==> src/rtl/ins_fetch_q_pkg.sv <==
// Shared constants and types for the instruction fetch unit:
// pre-decode opcodes/funct3 values, FSM states and control-flow classes.
package ins_fetch_q_pkg;

    localparam logic [6:0] OPC_JAL = 7'b1101111;
    localparam logic [6:0] OPC_BR  = 7'b1100011;

    // RV32C quadrant 1 funct3 values for the control-flow instructions we pre-decode
    localparam logic [1:0] C_Q1   = 2'b01;
    localparam logic [2:0] C_J    = 3'b101;
    localparam logic [2:0] C_JAL  = 3'b001;
    localparam logic [2:0] C_BEQZ = 3'b110;
    localparam logic [2:0] C_BNEZ = 3'b111;

    typedef enum logic [1:0] {
        S_IDLE,
        S_WAIT,
        S_DROP
    } fetch_state_t;

    typedef enum logic [1:0] {
        K_SEQ,
        K_JUMP,
        K_BRANCH
    } ctl_kind_t;

    function automatic logic [2:0] ins_step(input logic [1:0] low);
        return (low == 2'b11) ? 3'd4 : 3'd2;
    endfunction

endpackage

==> src/rtl/ins_fetch_q_fifo.sv <==
// Fetch queue storage: power-of-two depth FIFO with synchronous flush,
// combinational head read and occupancy count.
module if_fifo
    import ins_fetch_q_pkg::*;
#(
    parameter int unsigned WIDTH = 8,
    parameter int unsigned DEPTH = 4
) (
    input  logic                       clk,
    input  logic                       rst,
    input  logic                       flush,
    input  logic                       push,
    input  logic [WIDTH-1:0]           din,
    input  logic                       pop,
    output logic [WIDTH-1:0]           dout,
    output logic [$clog2(DEPTH):0]     count
);

    localparam int unsigned AW = $clog2(DEPTH);
    localparam int unsigned CW = AW + 1;

    logic [WIDTH-1:0] mem [DEPTH];
    logic [AW-1:0]    rd_ptr;
    logic [AW-1:0]    wr_ptr;
    logic             do_push;
    logic             do_pop;

    // flush voids any same-cycle push or pop
    assign do_pop  = pop && (count != '0) && !flush;
    assign do_push = push && !flush && ((count < CW'(DEPTH)) || do_pop);

    always_ff @(posedge clk or posedge rst) begin
        if (rst) begin
            rd_ptr <= '0;
            wr_ptr <= '0;
            count  <= '0;
        end else if (flush) begin
            rd_ptr <= '0;
            wr_ptr <= '0;
            count  <= '0;
        end else begin
            if (do_push) begin
                wr_ptr <= wr_ptr + AW'(1);
            end
            if (do_pop) begin
                rd_ptr <= rd_ptr + AW'(1);
            end
            if (do_push && !do_pop) begin
                count <= count + CW'(1);
            end else if (do_pop && !do_push) begin
                count <= count - CW'(1);
            end
        end
    end

    always_ff @(posedge clk) begin
        if (do_push) begin
            mem[wr_ptr] <= din;
        end
    end

    assign dout = mem[rd_ptr];

endmodule

==> src/rtl/ins_fetch_q.sv <==
// Instruction fetch unit: single-outstanding IC requests, next-PC pre-decode
// (jal/c.j/c.jal taken, branches predicted), redirect drop state, fetch queue.
module ins_fetch_q
    import ins_fetch_q_pkg::*;
#(
    parameter int unsigned       ADDR_W = 32,
    parameter int unsigned       QDEPTH = 4,
    parameter logic [ADDR_W-1:0] RST_PC = '0
) (
    input  logic              clk,
    input  logic              rst,
    input  logic              en,
    output logic              ic_en_o,
    output logic [ADDR_W-1:0] ic_pc_o,
    input  logic              ic_en_i,
    input  logic [31:0]       ic_ins_i,
    output logic [ADDR_W-1:0] bp_pc_o,
    input  logic              bp_br_i,
    input  logic              br_flag_i,
    input  logic              br_abr_i,
    input  logic [ADDR_W-1:0] br_tpc_i,
    input  logic [ADDR_W-1:0] br_cbt_i,
    output logic              bp_en_o,
    output logic              bp_abr_o,
    output logic [ADDR_W-1:0] bp_tpc_o,
    output logic              is_en_o,
    input  logic              is_rdy_i,
    output logic [31:0]       is_ins_o,
    output logic [ADDR_W-1:0] is_pc_o,
    output logic              is_ic_o,
    output logic              is_pbr_o,
    output logic [ADDR_W-1:0] is_ppc_o
);

    localparam int unsigned CW = $clog2(QDEPTH) + 1;
    localparam int unsigned EW = 32 + ADDR_W + 1 + 1 + ADDR_W;

    fetch_state_t      state;
    fetch_state_t      state_nx;
    logic [ADDR_W-1:0] pc;
    logic              req;
    logic              push;
    logic              pop;
    logic [CW-1:0]     count;
    logic [EW-1:0]     entry_in;
    logic [EW-1:0]     entry_out;

    logic              is_c;
    ctl_kind_t         kind;
    logic [31:0]       imm;
    logic [31:0]       imm_j;
    logic [31:0]       imm_b;
    logic [31:0]       imm_cj;
    logic [31:0]       imm_cb;
    logic              take;
    logic [ADDR_W-1:0] ppc;

    // Pre-decode of the word returning from the IC
    assign is_c   = ic_ins_i[1:0] != 2'b11;
    assign imm_j  = {{12{ic_ins_i[31]}}, ic_ins_i[19:12], ic_ins_i[20],
                     ic_ins_i[30:21], 1'b0};
    assign imm_b  = {{20{ic_ins_i[31]}}, ic_ins_i[7], ic_ins_i[30:25],
                     ic_ins_i[11:8], 1'b0};
    assign imm_cj = {{21{ic_ins_i[12]}}, ic_ins_i[8], ic_ins_i[10:9], ic_ins_i[6],
                     ic_ins_i[7], ic_ins_i[2], ic_ins_i[11], ic_ins_i[5:3], 1'b0};
    assign imm_cb = {{24{ic_ins_i[12]}}, ic_ins_i[6:5], ic_ins_i[2],
                     ic_ins_i[11:10], ic_ins_i[4:3], 1'b0};

    always_comb begin
        kind = K_SEQ;
        imm  = '0;
        if (is_c) begin
            if (ic_ins_i[1:0] == C_Q1) begin
                case (ic_ins_i[15:13])
                    C_J, C_JAL: begin
                        kind = K_JUMP;
                        imm  = imm_cj;
                    end
                    C_BEQZ, C_BNEZ: begin
                        kind = K_BRANCH;
                        imm  = imm_cb;
                    end
                    default: ;
                endcase
            end
        end else begin
            case (ic_ins_i[6:0])
                OPC_JAL: begin
                    kind = K_JUMP;
                    imm  = imm_j;
                end
                OPC_BR: begin
                    kind = K_BRANCH;
                    imm  = imm_b;
                end
                default: ;
            endcase
        end
    end

    assign take = (kind == K_JUMP) || ((kind == K_BRANCH) && bp_br_i);
    assign ppc  = take ? pc + ADDR_W'(signed'(imm))
                       : pc + ADDR_W'(ins_step(ic_ins_i[1:0]));

    // Redirect wins over everything: no request, no push, WAIT falls into DROP
    always_comb begin
        state_nx = state;
        req      = 1'b0;
        push     = 1'b0;
        case (state)
            S_IDLE: begin
                if (en && !br_flag_i && (count < CW'(QDEPTH))) begin
                    req      = 1'b1;
                    state_nx = S_WAIT;
                end
            end
            S_WAIT: begin
                if (ic_en_i) begin
                    push     = !br_flag_i;
                    state_nx = S_IDLE;
                end else if (br_flag_i) begin
                    state_nx = S_DROP;
                end
            end
            S_DROP: begin
                if (ic_en_i) begin
                    state_nx = S_IDLE;
                end
            end
            default: state_nx = S_IDLE;
        endcase
    end

    always_ff @(posedge clk or posedge rst) begin
        if (rst) begin
            state   <= S_IDLE;
            pc      <= RST_PC;
            ic_en_o <= 1'b0;
        end else begin
            state   <= state_nx;
            ic_en_o <= req;
            if (br_flag_i) begin
                pc <= br_cbt_i;
            end else if (push) begin
                pc <= ppc;
            end
        end
    end

    assign entry_in = {ic_ins_i, pc, is_c, take, ppc};
    assign pop      = is_en_o && is_rdy_i;

    if_fifo #(
        .WIDTH(EW),
        .DEPTH(QDEPTH)
    ) u_fifo (
        .clk  (clk),
        .rst  (rst),
        .flush(br_flag_i),
        .push (push),
        .din  (entry_in),
        .pop  (pop),
        .dout (entry_out),
        .count(count)
    );

    assign is_en_o = count != '0;
    assign {is_ins_o, is_pc_o, is_ic_o, is_pbr_o, is_ppc_o} = entry_out;

    assign ic_pc_o  = pc;
    assign bp_pc_o  = pc;
    assign bp_en_o  = br_flag_i;
    assign bp_abr_o = br_abr_i;
    assign bp_tpc_o = br_tpc_i;

endmodule
==> config.mk <==
export PLATFORM = sky130hd
export DESIGN_NAME = ins_fetch_q
export DESIGN_NICKNAME = d
export VERILOG_FILES = /design/src/rtl/ins_fetch_q_pkg.sv /design/src/rtl/ins_fetch_q_fifo.sv /design/src/rtl/ins_fetch_q.sv
export SDC_FILE = /design/constraint.sdc
export NUM_CORES = 1
export LEC_CHECK = 0
export BUFFER_PORTS_ARGS = -buffer_cell sky130_fd_sc_hd__buf_2
export CAP_MARGIN = 20
export CORE_MARGIN = 3
export CORE_UTILIZATION = 50
export DETAILED_ROUTE_END_ITERATION = 10
export PLACE_DENSITY_LB_ADDON = 0.3
export SLEW_MARGIN = 20
export SYNTH_ARGS = -nofsm -noshare
export SYNTH_HDL_FRONTEND = slang
export SYNTH_SLANG_ARGS = --single-unit
==> constraint.sdc <==
create_clock -name clk -period 3.9 [get_ports clk]
set_input_delay 0.585 -clock clk [delete_from_list [all_inputs] [get_ports clk]]
set_output_delay 0.585 -clock clk [all_outputs]
set_load 0.05 [all_outputs]
# Yosys cells after proc, flatten, opt, wreduce, memory -nomap -nowiden
# Memories as Yosys holds them, arrays and structs flattened.
# Cells that the tools add are included.
# word_totals
latchBits	0
inputBits	104
n_memories	1
ff_bits	42
output_inout_bits	198
romBits	0
mem_bits_rw	392
# mem_list
memory	depth	word_bits	rd	rd_clocked_by_memory_dff	write_ports	line_no	text
u_fifo.mem	4	98	1	0	1	ins_fetch_q_fifo.sv:22	logic [WIDTH-1:0] mem [DEPTH];
# op_classes
shifts	0
reduce_logical	24
order_cmp	1
eq_ne	16
n_div	0
mux	30
n_bitwise	0
add_sub_neg	6
n_mul	0
# op_table
operator	count
32-bit 2-to-1 mux	5
32-bit case mux with 2 select lines	2
32-bit by 3-bit adder with 32-bit output	1
32-bit adder	1
2-bit 2-to-1 mux	10
7-bit equality test (second input constant)	2
3-bit 2-to-1 mux	4
1-bit logical AND	10
3-bit equality test (second input constant)	3
2-bit case mux with 2 select lines	2
2-bit by 1-bit equality test with 1-bit output (second input constant)	3
2-bit equality test (second input constant)	3
1-bit 2-to-1 mux	6
2-bit != test (second input constant)	3
2-bit case mux with 3 select lines	1
2-bit nonzero test	3
3-bit nonzero test	2
2-bit by 1-bit adder with 2-bit output (second input constant)	2
2-bit OR reduction	2
3-bit by 1-bit adder with 3-bit output (second input constant)	1
3-bit by 1-bit equality test with 1-bit output (second input constant)	1
1-bit zero test	3
3-bit < comparator (second input constant)	1
3-bit != test (second input constant)	1
other kinds (4)	5

# Depth between registers and ports, before layout
# depth
word_depth	11
mapped_depth	17

# Modules after synthesis
# Synthesis repeated with hierarchy kept, for this count alone.
# unflattened
hier_cells	1079
hier_area_um2	18845.6
# by_module_without_submodules
module	cells_per_inst	area_each_um2	instances	seq_area_each_um2
if_fifo	557	14707.9	1	11946.5
ins_fetch_q	522	4137.7	1	875.8

# Worst setup path before layout
# No wires, ideal clock.
# synth_path
path_kind	input -> register
start	in ic_ins_i[1]
end	reg pc[27] (netlist: bp_pc_o[27])
path_stages	17
n_path_buf	0
slack_ps	-448
arrival_ps	4222
setup_ps	126
cell_sequence	and2b_2 > and3_1 > or2_2 > a31o_2 > a221oi_1 > a31oi_1 > ha_1 > fa_1 > a211oi_2 > o21ai_2 > o211ai_2 > a211oi_2 > o41ai_4 > o21ai_2 > a311oi_2 > xnor2_1 > a221o_1
# synth_via
elab_chain_cells	9
word_cells_on_any_way	21
# synth_lines
item	line_no	text
from (decl)	ins_fetch_q.sv:16	input logic [31:0] ic_ins_i,
parallel branches: the longest is 6 deep, another holds 32-bit adder	-	
32-bit 2-to-1 mux (*)	ins_fetch_q.sv:102	assign ppc = take ? pc + ADDR_W'(signed'(imm))
named net ppc[27]	ins_fetch_q.sv:56	logic [ADDR_W-1:0] ppc;
32-bit 2-to-1 mux (*)	ins_fetch_q.sv:144	end else if (push) begin
32-bit 2-to-1 mux (*)	ins_fetch_q.sv:142	if (br_flag_i) begin
to (signal assigned)	ins_fetch_q.sv:143	pc <= br_cbt_i;
to (signal assigned)	ins_fetch_q.sv:145	pc <= ppc;
to (decl)	ins_fetch_q.sv:40	logic [ADDR_W-1:0] pc;
# Mark *: on every way through the listed nets, which the timed path passes. The select of a mux whose other input is x is not followed.
# A chain may end at the register's enable or synchronous reset.

# Worst setup path after layout
# layout_path
start	in ic_ins_i[2]
end	reg pc[30] (netlist: bp_pc_o[30])
# layout_via
elab_chain_cells	9
word_cells_on_any_way	16
# layout_lines
item	line_no
parallel branches: the longest is 6 deep, another holds 32-bit adder	-
32-bit 2-to-1 mux (*)	ins_fetch_q.sv:102
named net ppc[30]	ins_fetch_q.sv:56
32-bit 2-to-1 mux (*)	ins_fetch_q.sv:144
32-bit 2-to-1 mux (*)	ins_fetch_q.sv:142
# Marks and branches as above.

==> flow_summary.toml <==
[status]
status = "finished, final reports clean"

[synthesis]
syn_area_sq_um = 18430
synthArstFlopShare_pct = 9.767
yosys_most_used_dff = "edfxtp_1"
synth_warnings = 0
syn-instance-count = 1051
ys_seq_elements = 430
syn_avg_cell_area_sq_um = 17.53
ys_types = 65
seq_area_frac_synth_pct = 68.93
syn-num-nets = 1191
synth_enable_flop_cells = 388

[place]
place_congestion = 0.8563
portBuffers = 235
place_area_sq_um = 20820
dp_cells = 1793
dp_hpwl_um = 28780

[setup_path]
worstSetupPathType = "primary input to register"
r2r-start = "bp_pc_o[2]$_DFFE_PP0N_"
critPathMaxStageDelay_ns = 0.39
arrival_ns = 4.29
path_depth = 20
required_ns = 4.35
r2r-end = "bp_pc_o[27]$_DFFE_PP0N_"
crit_top_cell = "buf_4"
path_buf_inv = 7
worst_r2r_path_depth = 10
path_delay_family = "compound AO/OA/AOI/OAI gates"
crit_slowest_cell = "or3b_4"
cp-start-kind = "primary input"
ff2ff_setup_slack_ns = 0.93
critPathMaxFanout = 5
crit_path_cell_trace = "buf_6, or3b_4, a211o_1, buf_4, a211o_1, buf_4, a21oi_1, ha_1, buf_4, inv_1, o21bai_1, a21oi_1, nor2_1, a211oi_1, o31ai_1, buf_4, a221o_1, xor2_1, buf_4, a21o_1"
end_kind = "register"

[power_and_ir_drop]
p_int_mw = 8.715
p_per_area_nw_per_um2 = 561.4
max-vdd-ir-drop_mv = 0.4073
p_comb_share_pct = 23.3
p_switching_mw = 3.906
switching_share_pct = 30.95
finalPower_mw = 12.62
p_clk_share_pct = 33.5
leakage_nw = 8.351
seqPwrFrac_pct = 43.2

[cts]
clock_latency_ns = 0.57
cts-root-buf = "clkbuf_16"
cts_buffers = 44
path_clk_slew_ns = 0.06
h-tree-depth = 2
hold_buffers = 0
cts_tree = "yes"
clkSinkCount = 430
clk_path_buf_depth = 3

[global_routing]
grt_pass1_wl_um = 64730
grt_max_degree = 78
track_usage_pct = 21.90
grt_overflow_total = 0
grt_pass1_vias = 10850
grt_antenna_before_repair = 2

[sta]
period_share_pct = 98.44
period_minus_slack_ns = 3.839
slew_headroom_pct = 45.21
worstMarginPinSlew_ns = 0.8218
tns_ns = 0
drv_slew = 0
hold_viol = 0
setup_violations = 0
worst_hold_slack_ns = 0.1541
finClkSkew_ns = 0.02592
rsz0062_at_grt = "yes"
fmax_mhz = 260.5

[floorplanning]
core_sq_um = 35910
die_w_um = 198.0
dieHeight_um = 198.0
die_area_sq_um = 39190
initial_core_util_pct = 51.31
num_rows = 69
ios = 302

[drt]
wl_per_cell_um = 22.79
wl_um = 42890
vias = 10740
avgViaCountPerCell = 5.704
drt-pass1-iter-count = 5
postRouteAntennaNets = 0
drtIter0Drc = 762
drc = 0

[layout]
drive_gt1_share_pct = 42.52
layout_commonest_cell = "edfxtp_1"
instances_no_fill = 1882
syn_to_final_growth_pct = 22.00
fillerInstances = 2600
layout.nets = 1522
final_cell_area_sq_um = 22480
final_cell_mix = "388 x edfxtp_1, 233 x buf_2, 146 x buf_4, 97 x mux4_2, 59 x nand2_1"

[job]
maxCapViolations = 0

[hold_path]
min_path_type = "primary input to async pin"
-- per-layer routing --
layer,global-route usage [%],vias to the layer above,share of wire [%]
met1,31.28,5450,43
li1,-,4780,-
met5,0,-,0.030
met2,34.53,426,48
met3,5.122,77,7.6
met4,5.845,2,2.1
-- how the worst max path moves through the flow --
stage	start	end
2_1_floorplan	ic_ins_i[1]	bp_pc_o[27]$_DFFE_PP0N_
4_1_cts	ic_ins_i[3]	bp_pc_o[27]$_DFFE_PP0N_
5_1_grt	ic_ins_i[2]	bp_pc_o[27]$_DFFE_PP0N_
3_5_place_dp	ic_ins_i[3]	u_fifo.mem[0][31]$_DFFE_PP_
3_3_place_gp	ic_ins_i[3]	bp_pc_o[27]$_DFFE_PP0N_
6_report	ic_ins_i[2]	bp_pc_o[30]$_DFFE_PP0N_
-- timing repair --
action                                  4_1_cts  5_1_grt
gates cloned                                  0        0
hold endpoints to repair                      0        0
setup buffers                                 2        2
gates resized for setup                       1       27
endpoints found under the setup margin        6       39
pin swaps                                     5        8
-- power by group through the flow --
stage	combinational [mW]	sequential [mW]	clock [mW]
2_1_floorplan	2.17	5.58	0
3_3_place_gp	2.91	5.55	0
3_5_place_dp	2.94	5.56	0
4_1_cts	2.95	5.46	4.29
5_1_grt	3.10	5.48	4.49
6_report	2.94	5.46	4.22
-- area by class of cell --
| class | instances | area, sq um | share of cell area (%) |
|---|---|---|---|
| sequential | 430 | 12710 | 56.53 |
| tap | 461 | 576.8 | 2.566 |
| multi-input combinational | 505 | 5196 | 23.11 |
| timing repair buffer | 391 | 2485 | 11.05 |
| clock buffer | 69 | 1316 | 5.855 |
| antenna | 3 | 7.507 | 0.03339 |
| clock inverter | 13 | 152.6 | 0.6790 |
| inverter | 10 | 37.54 | 0.1670 |
-- sequential cells by signal, indices dropped and copies added (netlist names) --
register,count
u_fifo.rd_ptr,2
state,2
u_fifo.count,3
u_fifo.mem,388
bp_pc_o,32
u_fifo.wr_ptr,2
ic_en_o,1
-- metrics by stage --
stage,util [%],worst slack (ns)
final,62.60,0.06075
after global routing,62.58,-0.1057
after CTS,62.13,0.02203
after detailed placement,57.98,-0.6994
after global placement,57.98,-0.5904
after floorplan,-,-0.3176
-- Yosys cell counts (10+ instances only) --
| cell | instances | area, sq um |
|---|---|---|
| clkbuf_1 | 22 | 82.58 |
| edfxtp_1 | 388 | 11650 |
| nand2_1 | 59 | 221.5 |
| nor2_1 | 33 | 123.9 |
| xor2_1 | 14 | 122.6 |
| inv_1 | 10 | 37.54 |
| mux2i_1 | 23 | 230.2 |
| buf_4 | 69 | 518.0 |
| a21o_1 | 14 | 105.1 |
| ha_1 | 34 | 425.4 |
| xnor2_1 | 21 | 183.9 |
| dfrtp_1 | 42 | 1051 |
| buf_1 | 12 | 45.04 |
| a21oi_1 | 37 | 185.2 |
| mux4_2 | 97 | 2185 |
| o21ai_0 | 39 | 195.2 |
-- cells by family after synthesis --
family | after synthesis | share of synthesized area, %
compound gates | 146 | 5.310
xor+xnor | 35 | 1.664
fa+ha+maj | 36 | 2.526
buf+inv | 116 | 3.857
flops | 430 | 68.93
mux | 122 | 13.23
simple gates | 166 | 4.488
Power figures use the tool's default switching activity.
